[src/rtl/midi_pkg.sv]
// Shared MIDI constants: status byte class boundaries, channel-voice message
// types and the receive parser state encoding.
package midi_pkg;

  localparam logic [7:0] STATUS_CHAN_MIN = 8'h80;
  localparam logic [7:0] SYSEX_START     = 8'hF0;
  localparam logic [7:0] SYSEX_EOX       = 8'hF7;
  localparam logic [7:0] RT_MIN          = 8'hF8;

  typedef enum logic [2:0] {
    MT_NOTE_OFF   = 3'd0,
    MT_NOTE_ON    = 3'd1,
    MT_POLY_AT    = 3'd2,
    MT_CC         = 3'd3,
    MT_PROGRAM    = 3'd4,
    MT_CHAN_AT    = 3'd5,
    MT_PITCH_BEND = 3'd6
  } msg_type_t;

  typedef enum logic [2:0] {
    CLS_DATA   = 3'd0,
    CLS_CHAN   = 3'd1,
    CLS_SYSEX  = 3'd2,
    CLS_SYSCOM = 3'd3,
    CLS_RT     = 3'd4
  } byte_class_t;

  typedef enum logic [1:0] {
    ST_NO_STATUS = 2'd0,
    ST_WAIT_D1   = 2'd1,
    ST_WAIT_D2   = 2'd2,
    ST_SYSEX     = 2'd3
  } state_t;

endpackage

[src/rtl/midi_status_len.sv]
// Combinational MIDI byte classifier: returns the byte class and, for channel
// status bytes, the number of data bytes the message carries.
module midi_status_len
  import midi_pkg::*;
(
  input  logic [7:0] status_byte,
  output logic [2:0] byte_class,
  output logic [1:0] exp_len
);

  always_comb begin
    byte_class = CLS_DATA;
    exp_len    = 2'd0;
    // Real-time first: it overlaps the 0xF_ range of the system bytes.
    if (status_byte >= RT_MIN) begin
      byte_class = CLS_RT;
    end else if (status_byte == SYSEX_START) begin
      byte_class = CLS_SYSEX;
    end else if (status_byte > SYSEX_START && status_byte <= SYSEX_EOX) begin
      byte_class = CLS_SYSCOM;
    end else if (status_byte >= STATUS_CHAN_MIN) begin
      byte_class = CLS_CHAN;
      if (status_byte[6:4] == MT_PROGRAM || status_byte[6:4] == MT_CHAN_AT)
        exp_len = 2'd1;
      else
        exp_len = 2'd2;
    end
  end

endmodule

[src/rtl/midi_msg_parser.sv]
// MIDI receive-side message assembler: running status, channel filter,
// note-on/velocity-0 normalisation, real-time pass-through, error counting.
module midi_msg_parser
  import midi_pkg::*;
#(
  parameter int ERR_CNT_WIDTH = 8
) (
  input  logic                     clk,
  input  logic                     rst,
  input  logic [7:0]               rx_data,
  input  logic                     rx_valid,
  input  logic                     rx_framing_error,
  input  logic [3:0]               cfg_channel,
  input  logic                     cfg_omni,
  output logic                     msg_valid,
  output logic [2:0]               msg_type,
  output logic [3:0]               msg_channel,
  output logic [6:0]               msg_data1,
  output logic [6:0]               msg_data2,
  output logic                     rt_valid,
  output logic [7:0]               rt_byte,
  output logic [ERR_CNT_WIDTH-1:0] err_count,
  output logic                     sysex_active
);

  logic [2:0] byte_class;
  logic [1:0] exp_len;

  midi_status_len u_status_len (
    .status_byte (rx_data),
    .byte_class  (byte_class),
    .exp_len     (exp_len)
  );

  state_t                   state_reg, state_next;
  logic [6:0]               status_reg, status_next;
  logic                     len2_reg, len2_next;
  logic [6:0]               data1_reg, data1_next;
  logic                     msg_valid_reg, msg_valid_next;
  logic [2:0]               msg_type_reg, msg_type_next;
  logic [3:0]               msg_channel_reg, msg_channel_next;
  logic [6:0]               msg_data1_reg, msg_data1_next;
  logic [6:0]               msg_data2_reg, msg_data2_next;
  logic                     rt_valid_reg, rt_valid_next;
  logic [7:0]               rt_byte_reg, rt_byte_next;
  logic [ERR_CNT_WIDTH-1:0] err_count_reg, err_count_next;

  logic       emit;
  logic [2:0] emit_type;
  logic [6:0] emit_d1;
  logic [6:0] emit_d2;

  always_ff @(posedge clk) begin
    if (rst) begin
      state_reg       <= ST_NO_STATUS;
      status_reg      <= '0;
      len2_reg        <= 1'b0;
      data1_reg       <= '0;
      msg_valid_reg   <= 1'b0;
      msg_type_reg    <= '0;
      msg_channel_reg <= '0;
      msg_data1_reg   <= '0;
      msg_data2_reg   <= '0;
      rt_valid_reg    <= 1'b0;
      rt_byte_reg     <= '0;
      err_count_reg   <= '0;
    end else begin
      state_reg       <= state_next;
      status_reg      <= status_next;
      len2_reg        <= len2_next;
      data1_reg       <= data1_next;
      msg_valid_reg   <= msg_valid_next;
      msg_type_reg    <= msg_type_next;
      msg_channel_reg <= msg_channel_next;
      msg_data1_reg   <= msg_data1_next;
      msg_data2_reg   <= msg_data2_next;
      rt_valid_reg    <= rt_valid_next;
      rt_byte_reg     <= rt_byte_next;
      err_count_reg   <= err_count_next;
    end
  end

  always_comb begin
    state_next       = state_reg;
    status_next      = status_reg;
    len2_next        = len2_reg;
    data1_next       = data1_reg;
    msg_valid_next   = 1'b0;
    msg_type_next    = msg_type_reg;
    msg_channel_next = msg_channel_reg;
    msg_data1_next   = msg_data1_reg;
    msg_data2_next   = msg_data2_reg;
    rt_valid_next    = 1'b0;
    rt_byte_next     = rt_byte_reg;
    err_count_next   = err_count_reg;
    emit             = 1'b0;
    emit_d1          = '0;
    emit_d2          = '0;
    emit_type        = status_reg[6:4];

    if (rx_framing_error) begin
      // A bad stop bit poisons whatever was being assembled, including the byte.
      state_next  = ST_NO_STATUS;
      status_next = '0;
      data1_next  = '0;
      if (err_count_reg != {ERR_CNT_WIDTH{1'b1}})
        err_count_next = err_count_reg + ERR_CNT_WIDTH'(1);
    end else if (rx_valid) begin
      case (byte_class)
        CLS_RT: begin
          rt_valid_next = 1'b1;
          rt_byte_next  = rx_data;
        end
        CLS_CHAN: begin
          status_next = rx_data[6:0];
          len2_next   = (exp_len == 2'd2);
          state_next  = ST_WAIT_D1;
        end
        CLS_SYSEX: begin
          status_next = '0;
          state_next  = ST_SYSEX;
        end
        CLS_SYSCOM: begin
          status_next = '0;
          state_next  = ST_NO_STATUS;
        end
        default: begin
          if (state_reg == ST_WAIT_D1) begin
            if (len2_reg) begin
              data1_next = rx_data[6:0];
              state_next = ST_WAIT_D2;
            end else begin
              emit    = 1'b1;
              emit_d1 = rx_data[6:0];
            end
          end else if (state_reg == ST_WAIT_D2) begin
            emit       = 1'b1;
            emit_d1    = data1_reg;
            emit_d2    = rx_data[6:0];
            state_next = ST_WAIT_D1;
          end
        end
      endcase
    end

    if (emit_type == MT_NOTE_ON && emit_d2 == 7'd0)
      emit_type = MT_NOTE_OFF;

    // Filtered messages still advance running status above; only the pulse is dropped.
    if (emit && (cfg_omni || status_reg[3:0] == cfg_channel)) begin
      msg_valid_next   = 1'b1;
      msg_type_next    = emit_type;
      msg_channel_next = status_reg[3:0];
      msg_data1_next   = emit_d1;
      msg_data2_next   = emit_d2;
    end
  end

  assign msg_valid    = msg_valid_reg;
  assign msg_type     = msg_type_reg;
  assign msg_channel  = msg_channel_reg;
  assign msg_data1    = msg_data1_reg;
  assign msg_data2    = msg_data2_reg;
  assign rt_valid     = rt_valid_reg;
  assign rt_byte      = rt_byte_reg;
  assign err_count    = err_count_reg;
  assign sysex_active = (state_reg == ST_SYSEX);

endmodule

[config.mk]
export PLATFORM = sky130hd
export DESIGN_NAME = midi_msg_parser
export DESIGN_NICKNAME = d
export VERILOG_FILES = /design/src/rtl/midi_pkg.sv /design/src/rtl/midi_status_len.sv /design/src/rtl/midi_msg_parser.sv
export SDC_FILE = /design/constraint.sdc
export NUM_CORES = 1
export LEC_CHECK = 0
export CORE_MARGIN = 3
export CORE_UTILIZATION = 35
export CTS_CLUSTER_SIZE = 10
export DETAILED_ROUTE_END_ITERATION = 8
export GPL_ROUTABILITY_DRIVEN = 1
export HOLD_SLACK_MARGIN = 0.02
export SLEW_MARGIN = 30
export SYNTH_ARGS = -nofsm -noshare
export SYNTH_HDL_FRONTEND = slang
export SYNTH_SLANG_ARGS = --single-unit
[constraint.sdc]
create_clock -name clk -period 4.6 [get_ports clk]
set_input_delay 0.69 -clock clk [delete_from_list [all_inputs] [get_ports clk]]
set_output_delay 0.69 -clock clk [all_outputs]
set_load 0.05 [all_outputs]
== Word-level counts from Yosys, hierarchy flattened ==
Index checks and enable logic that the tools add are counted.
Cells by class
  add/subtract/negate cells: 1
  $lt $le $gt $ge: 4
  equality and inequality tests: 15
  mux-type cells: 34
  bitwise operators: 4
  reductions and logical operators: 18
Operator list (count)
  $mux W7: 11
  $ge A8 B8 Y1 const B: 2
  $mux W2: 8
  $pmux W7 S2: 1
  $mux W3: 4
  $eq A3 B3 Y1 const B: 3
  $mux W1: 9
  $add A8 B1 Y8 const B: 1
  $eq A8 B8 Y1 const B: 1
  $gt A8 B8 Y1 const B: 1
  $le A8 B8 Y1 const B: 1
  $ne A8 B8 Y1 const B: 1
  $pmux W2 S4: 1
  $reduce_and A4 Y1: 2
  $logic_not A7 Y1: 1
  $eq A2 B2 Y1 const B: 3
  $eq A3 B1 Y1 const B: 2
  $eq A3 B2 Y1 const B: 2
  $reduce_and A3 Y1: 2
  $ne A5 B2 Y1 const B: 1
  $reduce_bool A5 Y1: 1
  $eq A4 B4 Y1: 1
  $not A1 Y1: 4
  $reduce_and A2 Y1: 2
  other kinds (7): 11
Word-level totals
  bits in registers: 56
  output and inout bits: 40
  logic and storage cells: 88

== Logic depth before layout (Yosys ltp) ==
Gate-level depths: netlist of the first run.
  depth after elaboration: 13
  mapped depth: 8
  gate-level depth less buffers: 6

== By module ==
A second synthesis of the first run with hierarchy kept.
Second synthesis, totals
  cell total of the unflattened synthesis: 287
  area total of the unflattened synthesis: 2640.0 µm²
Modules (own cells, without submodules)
  midi_msg_parser: instances 1, cells an instance 275, area an instance 2576.2 µm², sequential area each 1121.1 µm²
  midi_status_len: instances 1, cells an instance 12, area an instance 63.8 µm², sequential area each 0.0 µm²

== Worst setup path after synthesis of the first run ==
Ideal clock, no wire load.
  kind: in2reg
  start: input port rx_data[6]
  end: register rt_byte_reg[0], in the netlist rt_byte[0]
  setup time: 128 ps
  arrival: 1688 ps
  required time: 4472 ps
  path slack: 2784 ps
  cell stages on the path: 5
  path buffers: 1
  cell sequence: buf_2 -> nand4_1 -> nor3_4 -> mux2i_1 -> nor2_1
Between the ends
  word-level cells in the longest chain between the ends: 7
  elaborated cells between the ends (all ways): 12
  those cells by class: order compare (4); eq/ne (2); mux (4); reduce/logical (2)
Ends and longest elaborated chain
  from (decl): line midi_msg_parser.sv:10  | input logic [7:0] rx_data,
  $ge A8 B8 Y1 (tied with other cells): line midi_status_len.sv:21  | end else if (status_byte >= STATUS_CHAN_MIN) begin
  $mux W1 / $logic_and A1 B1 Y1 (equally long branches): line midi_status_len.sv:21, midi_status_len.sv:19
  $mux W3: line midi_status_len.sv:19  | end else if (status_byte > SYSEX_START && status_byte <= SYSEX_EOX) begin
  $mux W3: line midi_status_len.sv:17  | end else if (status_byte == SYSEX_START) begin
  $mux W3 (*): line midi_status_len.sv:15  | if (status_byte >= RT_MIN) begin
  $eq A3 B3 Y1 (*): line midi_msg_parser.sv:109  | case (byte_class)
  $reduce_and A3 Y1 (no line) (*)
  to (signal assigned): line midi_msg_parser.sv:78  | rt_byte_reg <= rt_byte_next;
  to (decl): line midi_msg_parser.sv:45  | logic [7:0] rt_byte_reg, rt_byte_next;
Mark *: on every way between the ends. The rest lies on a longest branch, timed or not.
A chain may end at the register's enable or synchronous reset.

== Worst setup path in the final report of the first run ==
  start: input port rx_framing_error
  end: register msg_data2_reg[5], in the netlist msg_data2[5]
Between the ends
  word-level cells in the longest chain between the ends: 2
  elaborated cells between the ends (all ways): 3
  those cells by class: mux (2); reduce/logical (1)
Ends and longest elaborated chain
  from (decl): line midi_msg_parser.sv:12  | input logic rx_framing_error,
  $mux W1: line midi_msg_parser.sv:101  | if (rx_framing_error) begin
  $logic_and A1 B1 Y1: line midi_msg_parser.sv:150  | if (emit && (cfg_omni || status_reg[3:0] == cfg_channel)) begin
  to (signal assigned): line midi_msg_parser.sv:76  | msg_data2_reg <= msg_data2_next;
  to (decl): line midi_msg_parser.sv:43  | logic [6:0] msg_data2_reg, msg_data2_next;
Several ways; a longest one is shown, not always the timed one.

==> results.toml, run 1 <==
[run_status]
outcome = "finished clean"

[worst_setup_path]
critPathMaxStageDelay_ns = 0.69
crit_slowest_cell = "sky130_fd_sc_hd__clkdlybuf4s50_1"
path_cells = "clkdlybuf4s50_1 > or2_1 > nor2_1 > nand4_1 > o21ai_1"
worst-endpoint-arrival_ns = 2.71
critical_path.max_fanout = 17
crit_path_end_kind = "register"
cp_data_required_time_ns = 4.84
worst-setup-path-type = "primary input to register"
cp-start-kind = "primary input"

[timing]
worst_clock_skew_ns = 0.00410
maxSlewHeadroom_pct = 42.6
worst_slew_pin_slew_ns = 0.856
final.period_utilization_pct = 53.6
fmaxAchievable_mhz = 406
final-max-slew-violation-count = 0
period_needed_ns = 2.47
fin_setup_tns_ns = 0
finalSetupViolCount = 0
finalHoldViolations = 0
rsz0062_at_grt = "false"

[routing]
num_vias = 2118
detail_route.vias_per_cell = 5.10
wirelength_um = 6130
number_of_nets_still_failing_antenna_checks_after_routing = 0
drt-pass1-iter-count = 4
routed_wire_length_per_instance_um = 14.8
initialDrtViolationCount = 168
post-route-drc-count = 0

[placed_design]
placed_area_mm2 = 0.00311
gp_routability_congestion = 0.812
port_buffers = 56
dp_hpwl_um = 4260

[global_routing]
first_global_vias = 1990
global_route.usage.total_pct = 15.3
antenna_found_initial = 0
grt_max_degree = 42
grt_first_pass_wirelength_um = 10300
grt-ovfl-total = 0

[floorplan]
floorplan.core_area_mm2 = 0.00687
height_of_the_chip_um = 90.7
floorplan.initialDensity_pct = 36.5
design.portCount = 57
die_w_um = 90.7
die_area_mm2 = 0.00822
row_count = 30

[synthesis]
dominant_combinational_cell_family_by_area_after_synthesis = "simple AND/OR/NAND/NOR gates"
synthesis.instances = 274
yosys.area.top_type = "sky130_fd_sc_hd__dfxtp_1"
count_of_flip_flops_with_a_built_in_enable_after_synthesis = 0
post_synth_xor_area_fraction_pct = 2.79
postSynth.topFlopCell = "sky130_fd_sc_hd__dfxtp_1"
synth.distinct_cells = 46
synth_fp_nets = 295
synth-warning-count = 0
post_synth.cell_area_avg_um2 = 9.16
simple_gate_area_share_of_the_yosys_netlist_pct = 22.9
share_of_synthesized_area_occupied_by_flip_flops_and_latches_pct = 44.7
netlist.area_leader.share_pct = 44.7
synthMuxAreaShare_pct = 4.79
syn-cell-area_mm2 = 0.00251
ys_seq_elements = 56
synthAdderAreaFrac_pct = 2.00
ys_async_sr_fraction_pct = 0
post_synth_main_area_contributors = "sky130_fd_sc_hd__dfxtp_1 45%, sky130_fd_sc_hd__nor2_1 5.2%, sky130_fd_sc_hd__mux2i_1 4.8%"
synth-compound-area-share_pct = 18.0

[clock_network]
clk-insertion-delay-late_ns = 0.30
clock_tree.root_cell = "sky130_fd_sc_hd__clkbuf_8"
clock-sinks = 56
cts_max_level = 2
cts_tree = "built"
post_cts_hold_buffer_count = 0
cts_made_buffers = 5
cts-root-to-sink-buffers = 2
buffers_inserted_during_post_cts_setup_optimization = 0
clk_transition_reported_paths_ns = 0.09
cts.repair.resized = 0

[layout]
area_growth_syn_to_layout_pct = 27.7
drive_above_1_share_pct = 6.27
final.fill_count = 682
antennaDiodeCount = 0
design_area_mm2 = 0.00320
design.final.nets = 339

[power_and_ir_drop]
power_leakage_nw = 1.04
vdd.ir_drop.worst_mv = 0.126
power.density_mw_per_mm2 = 266

[min_path]
hp-class = "register to register"

[flow_run]
cap_violations = 0
## area by class of cell
type                       instances  area (um2)  share of cell area [%]
multi-input combinational        191        1280                    39.9
sequential                        56        1120                    35.0
timing repair buffer              57         568                    17.7
tap                               96         120                    3.75
clock buffer                       8        90.1                    2.81
inverter                           7        26.3                   0.820
## synthesized netlist by cell type (2+ instances only)
master	number
sky130_fd_sc_hd__a21oi_1	20
sky130_fd_sc_hd__a311oi_1	8
sky130_fd_sc_hd__o21ai_1	14
sky130_fd_sc_hd__clkbuf_1	9
sky130_fd_sc_hd__a22oi_1	6
sky130_fd_sc_hd__o31ai_1	3
sky130_fd_sc_hd__nor3_1	5
sky130_fd_sc_hd__dfxtp_1	56
sky130_fd_sc_hd__nand2_1	6
sky130_fd_sc_hd__mux2i_1	12
sky130_fd_sc_hd__a311oi_2	2
sky130_fd_sc_hd__nor2_1	35
sky130_fd_sc_hd__nand3b_1	14
sky130_fd_sc_hd__xnor2_1	7
sky130_fd_sc_hd__inv_2	2
sky130_fd_sc_hd__nand4_1	12
sky130_fd_sc_hd__ha_1	4
sky130_fd_sc_hd__buf_2	10
sky130_fd_sc_hd__nor4_1	2
sky130_fd_sc_hd__inv_1	5
sky130_fd_sc_hd__nand3_1	10
sky130_fd_sc_hd__nand2b_1	8
## report_power, final
part	leakage [nW]	switching (mW)	total, mW	internal [mW]
Sequential	0.452	0.00515	0.494	0.489
Clock	0.0455	0.148	0.271	0.123
Combinational	0.542	0.0537	0.0867	0.0330
## logic make-up after synthesis
family          Yosys count
flops                    56
compound gates           64
simple gates            103
fa+ha+maj                 4
buf+inv                  27
mux                      12
xor+xnor                  8
## layout by cell type (no fill, tap or decap), types with 7 or more instances in the layout
| cell | instances |
|---|---|
| sky130_fd_sc_hd__dfxtp_1 | 56 |
| sky130_fd_sc_hd__clkdlybuf4s50_1 | 56 |
| sky130_fd_sc_hd__nor2_1 | 35 |
| sky130_fd_sc_hd__a21oi_1 | 20 |
| sky130_fd_sc_hd__o21ai_1 | 14 |
| sky130_fd_sc_hd__nand3b_1 | 14 |
| sky130_fd_sc_hd__mux2i_1 | 12 |
| sky130_fd_sc_hd__nand4_1 | 12 |
| sky130_fd_sc_hd__nand3_1 | 10 |
| sky130_fd_sc_hd__a311oi_1 | 8 |
| sky130_fd_sc_hd__nand2b_1 | 8 |
| sky130_fd_sc_hd__xnor2_1 | 7 |
## path summary, 6_finish.rpt
path,startpoint,to,slack [ns],cells past startpoint
worst max-delay path,rx_framing_error,msg_data2[5],2.13,5
worst min-delay path,msg_data2[5],msg_data2[5],0.47,2
worst max register to register,state_reg[1],msg_data1[5],2.27,6
worst min register to register,msg_data2[5],msg_data2[5],0.47,2
## metal layers
layer  global-route usage [%]  up-vias  wire length, um
met4                     3.83        0               73
met5                        0        -                0
met2                     22.7       53             2630
met1                     22.3      981             3100
met3                     3.42        5              331
li1                         -     1079                -
## critical path, delay by kind of cell
kind,cells,cell delay (ns)
AOI/OAI and AO/OA,1,0.11
buffers and inverters,1,0.69
and+or+nand+nor,3,1.22
## stage by stage
stage	hold WS (ns)	total power, mW	worst slack (ns)	utilization (%)	cells
after floorplan	0.454	0.559	2.78	-	274
after global placement	0.454	0.591	1.61	45.2	407
after detailed placement	0.455	0.592	1.81	45.3	407
after CTS	0.471	0.862	2.12	46.6	415
after global routing	0.486	0.887	1.94	46.6	415
final	0.467	0.852	2.13	46.6	415
Note: power is estimated with default switching activity, not from simulation.
==> run 2, diff against run 1 <==
clock period = 2 ns   (was 4.6 ns; I/O delays follow)
==> results.toml, run 2 (synthesized netlist as in run 1, its figures left out) <==
[worst_setup_path]
cp_num_buf_inv = 1
crit_slowest_cell = "sky130_fd_sc_hd__clkdlybuf4s50_1"
cp_data_required_time_ns = 1.70
path_cells = "clkdlybuf4s50_1"
critical_path.max_fanout = 7
crit_path_end_kind = "output port"
worst-endpoint-arrival_ns = 1.62
timing.rr.start = "state_reg[1]"
r2r_slack_ns = 0.22
cp-start-kind = "register"
r2r_cells = 7
r2r-end = "msg_data1[0]"
cpLargestDelayFamily = "buffers and inverters"
worst-setup-path-type = "register to output port"
critPathMaxStageDelay_ns = 0.85

[flow_run]
cap_violations = 0

[floorplan]
row_count = 30
height_of_the_chip_um = 90.7
die_w_um = 90.7
floorplan.initialDensity_pct = 36.5
floorplan.core_area_mm2 = 0.00687
design.portCount = 57
die_area_mm2 = 0.00822

[min_path]
hold-path-cell-count = 2
hp-class = "register to register"
min-delay-start = "msg_data2[6]"
whs_endpoint = "msg_data2[6]"

[timing]
final.period_utilization_pct = 96.2
finalHoldViolations = 0
finalSetupViolCount = 0
final-max-slew-violation-count = 0
worst_clock_skew_ns = 0.00879
fmaxAchievable_mhz = 520
maxSlewHeadroom_pct = 62.5
rsz0062_at_grt = "false"
worst_slew_pin_slew_ns = 0.558
period_needed_ns = 1.92

[power_and_ir_drop]
power.density_mw_per_mm2 = 620
power_leakage_nw = 1.22
power_mw = 2.16
vdd.ir_drop.worst_mv = 0.241

[clock_network]
cts_made_buffers = 5
clk_transition_reported_paths_ns = 0.10
clock-sinks = 56
cts-root-to-sink-buffers = 2
clk-insertion-delay-late_ns = 0.31
cts_max_level = 2
clock_tree.root_cell = "sky130_fd_sc_hd__clkbuf_8"
cts_tree = "built"

[global_routing]
antenna_found_initial = 0
first_global_vias = 2271
grt_max_degree = 28
grt-ovfl-total = 0
global_route.usage.total_pct = 16.6
grt_first_pass_wirelength_um = 11100

[layout]
mostFrequentLayoutCell = "sky130_fd_sc_hd__dfxtp_1"
design_area_mm2 = 0.00348
antennaDiodeCount = 0
design.final.nets = 367
post_layout_nonfiller_instances = 443
area_growth_syn_to_layout_pct = 38.6
mostFrequentLayoutCells = "56 x sky130_fd_sc_hd__dfxtp_1, 54 x sky130_fd_sc_hd__clkdlybuf4s50_1, 35 x sky130_fd_sc_hd__nor2_1"
drive_above_1_share_pct = 14.7

[routing]
detail_route.vias_per_cell = 5.14
post-route-drc-count = 0
number_of_nets_still_failing_antenna_checks_after_routing = 0
initialDrtViolationCount = 89
drt-pass1-iter-count = 4
routed_wire_length_per_instance_um = 15.1
wirelength_um = 6670
num_vias = 2276

[placed_design]
gp_routability_congestion = 0.873
port_buffers = 56
placed_area_mm2 = 0.00335
dp_hpwl_um = 4800
numPlacedInstances = 435

[run_status]
outcome = "finished clean"
run 2: final cells by class:
type,instances,area [um2]
inverter,7,26.3
fill,685,3390
clock inverter,2,38.8
sequential,56,1120
multi-input combinational,191,1270
clock buffer,6,82.6
timing repair buffer,85,816
tap,96,120
run 2: power by group:
part           switching, mW  leakage [nW]  internal (mW)  total [mW]
Sequential            0.0101         0.452           1.13        1.14
Clock                  0.372        0.0614          0.410       0.782
Combinational          0.135         0.710          0.105       0.239
Total                  0.517          1.22           1.64        2.16
run 2: worst max-delay path by stage:
stage / start / endpoint / slack [ns] / cells after the start
finish: err_count[3] / err_count[3] / 0.08 / 1
global route: err_count[3] / err_count[3] / 0.01 / 1
CTS: err_count[7] / err_count[7] / 0.04 / 1
detailed placement: rx_data[3] / msg_type[0] / -0.08 / 5
global placement: rx_data[3] / msg_type[0] / -0.02 / 5
floorplan: err_count[0] / err_count[1] / 0.24 / 5
run 2: timing repair:
action / CTS / global route
resized for setup: 0 / 1
setup buffers: 0 / 0
endpoints found under the setup margin: 0 / 1
hold buffers: 0 / 0
run 2: routing by layer:
metal  global-route usage, %  wire length, um  vias up  share of wire, %
li1                        -                -     1130                 -
met1                    22.0             3220     1091                48
met2                    27.5             3130       48                47
met3                    2.50              230        7               3.4
met4                    5.61               86        0               1.3
met5                       0                0        -                 0
run 2: per-stage QoR:
stage                     util [%]  hold WS (ns)  setup TNS, ns  setup WS (ns)
after CTS                     50.6         0.472              0         0.0361
after detailed placement      48.8         0.456        -0.0803        -0.0803
after global placement        48.8         0.454        -0.0240        -0.0240
after floorplan                  -         0.443              0          0.239
after global routing          50.6         0.498              0         0.0141
final                         50.6         0.469              0         0.0766
run 2: worst reg2reg max path, cell delays in order (launching register included):
cell	delay [ns]
sky130_fd_sc_hd__dfxtp_1	0.38
sky130_fd_sc_hd__inv_1	0.06
sky130_fd_sc_hd__ha_1	0.21
sky130_fd_sc_hd__nand2b_4	0.18
sky130_fd_sc_hd__a211oi_2	0.30
sky130_fd_sc_hd__buf_12	0.20
sky130_fd_sc_hd__a21oi_1	0.10
sky130_fd_sc_hd__a311oi_1	0.26
